File: src/rtl/rgb_seq_pkg.sv
// Shared types, palette and helpers for the RGB fade sequencer.
// Exports DUTY_MAX, state_e, rgb_t, PALETTE and step_toward().
package rgb_seq_pkg;

  localparam logic [7:0] DUTY_MAX = 8'd100;
  localparam int PAL_N = 6;

  typedef enum logic [1:0] {
    IDLE,
    FADE,
    HOLD,
    DONE
  } state_e;

  typedef struct packed {
    logic [7:0] r;
    logic [7:0] g;
    logic [7:0] b;
  } rgb_t;

  // red, yellow, green, cyan, blue, magenta (0x64 = 100)
  localparam logic [23:0] PALETTE [PAL_N] = '{
    24'h64_00_00,
    24'h64_64_00,
    24'h00_64_00,
    24'h00_64_64,
    24'h00_00_64,
    24'h64_00_64
  };

  // one unit toward tgt, never overshooting or wrapping
  function automatic logic [7:0] step_toward(
    input logic [7:0] cur,
    input logic [7:0] tgt
  );
    logic [7:0] res;
    res = tgt;
    if (cur < tgt) res = cur + 8'd1;
    else if (cur > tgt) res = cur - 8'd1;
    return res;
  endfunction

endpackage

File: src/rtl/rgb_fade_sequencer_tick_gen.sv
// Step prescaler: counts 0..DIV-1 while en, tick on the last count.
// Ports: sys_clk, sys_rst_n, clr (sync clear), en, tick.
module rgb_seq_tick_gen #(
  parameter int DIV = 500_000
) (
  input  logic sys_clk,
  input  logic sys_rst_n,
  input  logic clr,
  input  logic en,
  output logic tick
);

  localparam int W = (DIV > 1) ? $clog2(DIV) : 1;
  localparam logic [W-1:0] LAST = W'(DIV - 1);

  logic [W-1:0] cnt_q;
  logic [W-1:0] cnt_d;

  assign tick = en && (cnt_q == LAST);

  always_comb begin
    cnt_d = cnt_q;
    if (clr) cnt_d = '0;
    else if (en) cnt_d = tick ? '0 : cnt_q + 1'b1;
  end

  always_ff @(posedge sys_clk or negedge sys_rst_n) begin
    if (!sys_rst_n) cnt_q <= '0;
    else cnt_q <= cnt_d;
  end

endmodule

File: src/rtl/rgb_fade_sequencer.sv
// Palette walker: fades each colour in, holds it, then moves on.
// Ports: sys_clk, sys_rst_n, start, abort -> busy, done, color_idx,
// out_R/G/B (0..100). Macro RGB_SEQ_LOOP_EN: wrap forever, no done.
import rgb_seq_pkg::*;

module rgb_fade_sequencer #(
  parameter int STEP_DIV   = 500_000,
  parameter int HOLD_STEPS = 50,
  parameter int N_COLORS   = 6,
  localparam int IDXW = (N_COLORS > 1) ? $clog2(N_COLORS) : 1
) (
  input  logic            sys_clk,
  input  logic            sys_rst_n,
  input  logic            start,
  input  logic            abort,
  output logic            busy,
  output logic            done,
  output logic [IDXW-1:0] color_idx,
  output logic [7:0]      out_R,
  output logic [7:0]      out_G,
  output logic [7:0]      out_B
);

  localparam logic [IDXW-1:0] LAST_IDX = IDXW'(N_COLORS - 1);
  localparam int HW = (HOLD_STEPS > 1) ? $clog2(HOLD_STEPS) : 1;
  localparam logic [HW-1:0] HOLD_LAST = HW'(HOLD_STEPS - 1);

  state_e          state_q;
  logic [IDXW-1:0] idx_q;
  logic [HW-1:0]   hold_q;
  logic [7:0]      r_q, g_q, b_q;
  logic            busy_q, done_q;

  rgb_t       tgt;
  logic [7:0] r_d, g_d, b_d;
  logic       at_tgt;
  logic       start_ok;
  logic       tick;

  assign tgt = rgb_t'(PALETTE[idx_q]);
  assign r_d = step_toward(r_q, tgt.r);
  assign g_d = step_toward(g_q, tgt.g);
  assign b_d = step_toward(b_q, tgt.b);
  assign at_tgt = (r_d == tgt.r) && (g_d == tgt.g) && (b_d == tgt.b);

  assign start_ok = start && !abort && (state_q == IDLE);

  rgb_seq_tick_gen #(
    .DIV(STEP_DIV)
  ) u_tick (
    .sys_clk  (sys_clk),
    .sys_rst_n(sys_rst_n),
    .clr      (start_ok),
    .en       (busy_q),
    .tick     (tick)
  );

  always_ff @(posedge sys_clk or negedge sys_rst_n) begin
    if (!sys_rst_n) begin
      state_q <= IDLE;
      idx_q   <= '0;
      hold_q  <= '0;
      r_q     <= '0;
      g_q     <= '0;
      b_q     <= '0;
      busy_q  <= 1'b0;
      done_q  <= 1'b0;
    end else if (abort) begin
      state_q <= IDLE;
      idx_q   <= '0;
      hold_q  <= '0;
      r_q     <= '0;
      g_q     <= '0;
      b_q     <= '0;
      busy_q  <= 1'b0;
      done_q  <= 1'b0;
    end else begin
      done_q <= 1'b0;
      unique case (state_q)
        IDLE: begin
          if (start) begin
            state_q <= FADE;
            idx_q   <= '0;
            busy_q  <= 1'b1;
          end
        end
        FADE: begin
          if (tick) begin
            r_q <= r_d;
            g_q <= g_d;
            b_q <= b_d;
            if (at_tgt) begin
              state_q <= HOLD;
              hold_q  <= '0;
            end
          end
        end
        HOLD: begin
          if (tick) begin
            if (hold_q == HOLD_LAST) begin
              if (idx_q != LAST_IDX) begin
                idx_q   <= idx_q + 1'b1;
                state_q <= FADE;
              end else begin
`ifdef RGB_SEQ_LOOP_EN
                idx_q   <= '0;
                state_q <= FADE;
`else
                state_q <= DONE;
                busy_q  <= 1'b0;
                done_q  <= 1'b1;
`endif
              end
            end else begin
              hold_q <= hold_q + 1'b1;
            end
          end
        end
        DONE: state_q <= IDLE;
        default: state_q <= IDLE;
      endcase
    end
  end

  assign busy      = busy_q;
  assign done      = done_q;
  assign color_idx = idx_q;
  assign out_R     = r_q;
  assign out_G     = g_q;
  assign out_B     = b_q;

endmodule

File: config.mk
export PLATFORM = sky130hd
export DESIGN_NAME = rgb_fade_sequencer
export DESIGN_NICKNAME = d
export VERILOG_FILES = /design/src/rtl/rgb_seq_pkg.sv /design/src/rtl/rgb_fade_sequencer_tick_gen.sv /design/src/rtl/rgb_fade_sequencer.sv
export SDC_FILE = /design/constraint.sdc
export NUM_CORES = 1
export LEC_CHECK = 0
export CAP_MARGIN = 30
export CORE_MARGIN = 3
export CORE_UTILIZATION = 30
export CTS_CLUSTER_DIAMETER = 80
export DETAILED_ROUTE_END_ITERATION = 10
export PLACE_DENSITY = 0.49
export SETUP_SLACK_MARGIN = 0.2
export SYNTH_ARGS = -nofsm -noshare
export SYNTH_HDL_FRONTEND = slang
export SYNTH_SLANG_ARGS = --single-unit
File: constraint.sdc
create_clock -name sys_clk -period 3.8 [get_ports sys_clk]
set_clock_uncertainty 0.15 [all_clocks]
set_input_delay 0.95 -clock sys_clk [delete_from_list [all_inputs] [get_ports sys_clk]]
set_output_delay 0.95 -clock sys_clk [all_outputs]
set_load 0.01 [all_outputs]
==> Yosys cells after proc, flatten, opt, wreduce, memory -nomap -nowiden <==
Memory sizes are Yosys's and may differ from the RTL's.
Index checks and enable logic that the tools add are counted.
{ "totals": {"elab_cells": 112, "ff_bits": 56, "romBits": 192, "mem_bits_rw": 0, "output_inout_bits": 29, "inputBits": 4, "memories": 1, "latchBits": 0} }
{ "memory_table": {"columns": ["name", "words", "width", "read_ports", "rd_clocked_by_memory_dff", "wr", "line", "source"], "rows": [
  ["(name not given)", 8, 24, 1, 0, 0, "rgb_fade_sequencer.sv:40", "assign tgt = rgb_t'(PALETTE[idx_q]);"]
]} }
{ "classes": {"bitwise_logic": 1, "n_mul": 0, "magnitude_cmp": 7, "n_shift": 0, "n_eq_ne": 17, "n_reduce_logical": 17, "add_sub_neg": 9, "div": 0, "n_mux": 51} }
{ "ops": {"columns": ["operator", "n"], "rows": [
  ["8-bit two-way mux", 15],
  ["19-bit two-way mux", 3],
  ["24-bit two-way mux", 2],
  ["6-bit two-way mux", 5],
  ["8-bit by 1-bit adder with 8-bit output (second input constant)", 3],
  ["8-bit equality test", 3],
  ["8-bit > comparator", 3],
  ["8-bit < comparator", 3],
  ["8-bit by 1-bit subtractor with 8-bit output (second input constant)", 3],
  ["3-bit != test (second input constant)", 7],
  ["5-bit AND reduction", 4],
  ["19-bit by 1-bit adder with 19-bit output (second input constant)", 1],
  ["19-bit equality test (second input constant)", 1],
  ["3-bit two-way mux", 5],
  ["2-bit two-way mux", 7],
  ["6-bit one-hot mux with 2 select lines", 1],
  ["1-bit two-way mux", 10],
  ["2-bit one-hot mux with 4 select lines", 1],
  ["6-bit by 1-bit adder with 6-bit output (second input constant)", 1],
  ["6-bit equality test (second input constant)", 1],
  ["3-bit by 2-bit != test with 1-bit output (second input constant)", 2],
  ["3-bit one-hot mux with 2 select lines", 1],
  ["2-bit nonzero test", 3],
  ["3-bit nonzero test", 2],
  ["10 further kinds", 15]
]} }

==> Longest topological paths before layout <==
{ "logic_depth": {"depth_word": 14, "mapped_depth": 15, "depth_no_buf": 14} }

==> Cells and area by module <==
A second synthesis with hierarchy kept.
{ "hier_totals": {"hier_cells": 542, "hier_area_um2": 4580.6} }
{ "modules_own_cells": {"columns": ["module", "area_per_inst_um2", "cells_each", "n_inst"], "rows": [
  ["rgb_fade_sequencer", 3508.4, 430, 1],
  ["rgb_seq_tick_gen", 1072.3, 112, 1]
]} }

==> Worst setup path after synthesis <==
Ideal clock, no wire load.
{ "synth_path": {"path_type": "register to register", "from": "register idx_q[0], in the netlist color_idx[0]", "to": "register hold_q[1]", "arrival_ps": 3497, "slack_ps": 29, "setup_time_ps": 125, "path_buffers": 1, "stages_incl_launch_ff": 15, "required_ps": 3525, "synth_period_minus_slack_ps": 3771, "path_cell_list": "dfrtp_1 > inv_1 > ha_1 > nor2_1 > inv_1 > ha_1 > a21oi_1 > o221a_2 > clkbuf_1 > a21oi_1 > a2bb2oi_1 > a2111oi_4 > o2111ai_2 > o21ai_1 > mux2_2"} }
{ "synth_via": {"elab_chain_len": 12} }
{ "synth_rtl": {"columns": ["item", "line", "source"], "rows": [
  ["start, declared", "rgb_fade_sequencer.sv:29", "logic [IDXW-1:0] idx_q;"],
  ["start signal, assigned", "rgb_fade_sequencer.sv:102", "idx_q <= idx_q + 1'b1;"],
  ["3-bit NOT with 4-bit output (implied by the code) *", "rgb_fade_sequencer.sv:40", null],
  ["memory 8 x 24 bit *", null, null],
  ["24-bit two-way mux (implied by the code) * (2 in a row)", "rgb_fade_sequencer.sv:40", null],
  ["8-bit > comparator", "rgb_seq_pkg.sv:39", "else if (cur > tgt) res = cur - 8'd1;"],
  ["8-bit two-way mux", "rgb_seq_pkg.sv:39", null],
  ["8-bit two-way mux", "rgb_seq_pkg.sv:38", "if (cur < tgt) res = cur + 8'd1;"],
  ["8-bit equality test", "rgb_fade_sequencer.sv:44", "assign at_tgt = (r_d == tgt.r) && (g_d == tgt.g) && (b_d == tgt.b);"],
  ["1-bit logical AND", "rgb_fade_sequencer.sv:44", null],
  ["1-bit logical AND *", "rgb_fade_sequencer.sv:44", null],
  ["3-bit != test (no line) *", null, null],
  ["5-bit AND reduction (no line) *", null, null],
  ["end signal, assigned", "rgb_fade_sequencer.sv:115", "hold_q <= hold_q + 1'b1;"],
  ["end, declared", "rgb_fade_sequencer.sv:30", "logic [HW-1:0] hold_q;"]
]} }
Mark *: on every way between the ends. The rest lies on a longest branch, timed or not. The select of a mux whose other input is x is not followed.
A chain may end at the register's enable or synchronous reset.

==> Final worst setup path <==
{ "layout_path": {"from": "register idx_q[1], in the netlist color_idx[1]", "to": "register hold_q[1]"} }
The elaborated chain is that of the path after synthesis.

==> metrics.csv <==
stage,metric,value,unit
cts,h-tree-depth,2,
synth,synthXorXnorAreaFrac,0.0408,
detailed_routing,drtPass1Iterations,5,
finish,drive_gt1_frac,0.218,
critical_path,start_kind,flip-flop,
sta,hold_viol_final,0,
synth,yosysWarnings,0,
synth,synth_ff_type,dfrtp_1,
sta,setup_viol,0,
power_and_ir_drop,p_leak,0.00237,uW
cts,cts_buffers,5,
sta,clock.fmax,0.279,GHz
placement,port_buffers,32,
synth,yosysTopAreaCell,dfrtp_1,
power_and_ir_drop,ir_drop,0.000202,V
cts,cts_tree,done,
placement,place_ws,-21.0,ps
min_path,holdCritPathClass,reg2reg,
synth,async_flop_share,1.00,
sta,setup_tns,0,ps
grt,grt_pass1_wl,22400,um
finish,fin_nets,658,
floorplanning,fp-row-count,44,
cts,cts-root-buf,clkbuf_16,
detailed_routing,drt-total-wl,13500,um
sta,drv_slew,0,
sta,finalCritPeriodShare,0.944,
grt,overflow,0,
flow_run,maxCapViolCount,0,
synth,yosysTopAreaCellShare,0.311,
min_path,worstHoldPathCells,1,
synth,synth_seq_area_share,0.311,
synth,synth-compound-area-share,0.236,
synth,synthSimpleGateAreaFrac,0.285,
critical_path,crit_arrival,3630,ps
floorplanning,initial_core_util,0.308,
critical_path,reg2reg_to,hold_q[1]$_DFFE_PN0P_,
min_path,whs_endpoint,hold_q[3]$_DFFE_PN0P_,
grt,grtUsageTotal,0.164,
critical_path,reg2reg_slack,210,ps
critical_path,crit_path_end_kind,flip-flop,
placement,dp_cells,793,
detailed_routing,vias,4519,
sta,relSlewSlack,0.432,
floorplanning,die_h,129,um
synth,synth_top_family_by_area,simple AND/OR/NAND/NOR gates,
placement,dp_hpwl,9680,um
cts,path_clk_slew,80,ps
synth,post_synth_inst_count,559,
cts,cts_hold_buf,0,
sta,finalWorstSetupSlack,211,ps
finish,fin_cells,816,
floorplanning,io_pins,33,
sta,rsz0062_at_grt,true,
cts,clk_path_buf_depth,2,
min_path,hold_start,hold_q[3]$_DFFE_PN0P_,
critical_path,critPathKind,reg2reg,
floorplanning,die_area,16600,um^2
synth,avgSynthCellArea,8.07,um^2
synth,synth.cell_area,4510,um^2
cts,clock_sinks,56,
power_and_ir_drop,power.density,207,nW/um^2
status,outcome,completed,
grt,antenna_found_initial,0,
synth,synth.area.mux_share,0.0164,
detailed_routing,routed_via_density,5.54,
detailed_routing,drc_errors,0,
synth,synth_area_leaders,"dfrtp_1 31%, ha_1 6.4%, nor2_1 5.2%, o21ai_0 4.3%, nand2_1 4.3%",
sta,hold_ws,385,ps
placement,place_congestion,0.889,
grt,grt_pass1_vias,4402,
synth,netlist-cell-type-count,76,
critical_path,crit_start,color_idx[1]$_DFFE_PN0P_,
synth,synthAdderAreaFrac,0.0638,
finish,area_delta_synth_final,30.9,%
finish,diodes,0,
sta,worstMarginPinSlew,853,ps
floorplanning,die_x,129,um
detailed_routing,drtIter0Drc,294,
synth,synth-edff-count,0,
critical_path,cp.required,3840,ps
detailed_routing,drt.antenna.violating_nets,0,
critical_path,critical_path_peak_fanout,7,
cts,insertion_delay,310,ps
floorplanning,design.core.area,14600,um^2
critical_path,rr_startpoint,color_idx[1]$_DFFE_PN0P_,
detailed_routing,avgRoutedWirePerCell,16.6,um
critical_path,rr_worst_depth,14,
synth,synth-seq-cells,56,
grt,grt_max_degree,21,
sta,post-route-min-period,3590,ps
synth,syn_nets,586,
power breakdown:
part / leakage (uW) / internal (uW) / switching (uW) / total, uW
sequential: 0.000775 / 603 / 7.69 / 610
combinational: 0.00151 / 21.3 / 39.8 / 61.0
clock: 0.0000815 / 315 / 236 / 551
total: 0.00237 / 939 / 284 / 1220
metal layers:
| metal | vias to the layer above | GRT usage | part of all wire |
|---|---|---|---|
| met4 | 0 | 0.0445 | 0.013 |
| li1 | 2199 | - | - |
| met1 | 2204 | 0.223 | 0.46 |
| met3 | 18 | 0.0245 | 0.038 |
| met2 | 98 | 0.272 | 0.49 |
| met5 | - | 0 | 0 |
worst max-delay path: stages, from the launching register on:
cell and delay [ps]:
dfrtp_1 420, inv_1 90, ha_2 190, nor2_4 110, inv_2 80, ha_4 270, a21oi_4 190, o221a_4 290
nor4b_4 60, a311o_1 360, or3_1 370, mux2i_2 230, o2111ai_4 170, o21ai_2 190, mux2_4 310
metrics by stage:
step	power, uW	area [um^2]	util
finish	1220	5910	0.403
global route	1270	5910	0.403
CTS	1240	5670	0.387
detailed placement	684	5330	0.364
global placement	682	5330	0.364
floorplan	651	4580	-
cells by family after synthesis:
| group | Yosys count |
|---|---|
| adders and majority gates | 23 |
| muxes | 7 |
| AOI/OAI and AO/OA | 156 |
| buffers and inverters | 51 |
| xor gates and xnor gates | 21 |
| and+or+nand+nor | 245 |
| DFF | 56 |
what timing repair did:
action	4_1_cts	5_1_grt
setup endpoints to repair	8	8
resized for setup	27	38
setup buffers	6	9
hold endpoints to repair	0	0
pin swaps	14	18
synth_stat cells, types with 5 or more instances:
cell type,n
buf_2,5
a31oi_1,6
o31ai_1,5
inv_1,27
nand4_1,9
ha_1,23
xor2_1,10
and2_1,5
nor3_1,18
dfrtp_1,56
nand3_1,26
nor2_1,62
nor4_1,5
or3_1,8
a211oi_1,6
o21ai_0,39
nand2_1,52
xnor2_1,11
o211ai_1,9
a22o_1,10
and3_1,8
a21o_1,6
clkbuf_1,15
nor2b_1,6
o22ai_1,6
nand2b_1,10
a21oi_1,29
nor4b_1,5
sequential cells by signal (all words and copies together), names as in the netlist:
name and cells:
u_tick.cnt_q 19, out_B 8, out_G 8, out_R 8
hold_q 6, color_idx 3, state_q 2, busy 1
done 1
worst max path at each step:
stage / endpoint / depth (start not counted)
after floorplan: hold_q[1]$_DFFE_PN0P_ / 14
after global placement: hold_q[1]$_DFFE_PN0P_ / 12
after detailed placement: hold_q[1]$_DFFE_PN0P_ / 12
final: hold_q[1]$_DFFE_PN0P_ / 14
after global routing: hold_q[1]$_DFFE_PN0P_ / 14
after CTS: hold_q[1]$_DFFE_PN0P_ / 13
cell usage in the layout, fill, tap and decap left out, types with 10 or more instances in the layout:
cell type	Yosys	routed
a22o_1	10	10
a21oi_1	29	25
o21ai_0	39	32
dfrtp_1	56	54
clkdlybuf4s50_1	0	31
nor2_1	62	57
nand2b_1	10	10
nor3_1	18	16
xor2_1	10	10
inv_1	27	24
xnor2_1	11	11
ha_1	23	15
nand2_1	52	49
nand3_1	26	26
buf_4	0	55
final cells by class:
type | count | area [um^2]
Tap cell | 184 | 230
Sequential cell | 56 | 1400
Inverter | 27 | 106
Timing Repair Buffer | 89 | 751
Clock inverter | 2 | 38.8
Fill cell | 1484 | 8740
Multi-Input combinational cell | 452 | 3250
Clock buffer | 6 | 129
Power figures use the tool's default switching activity.
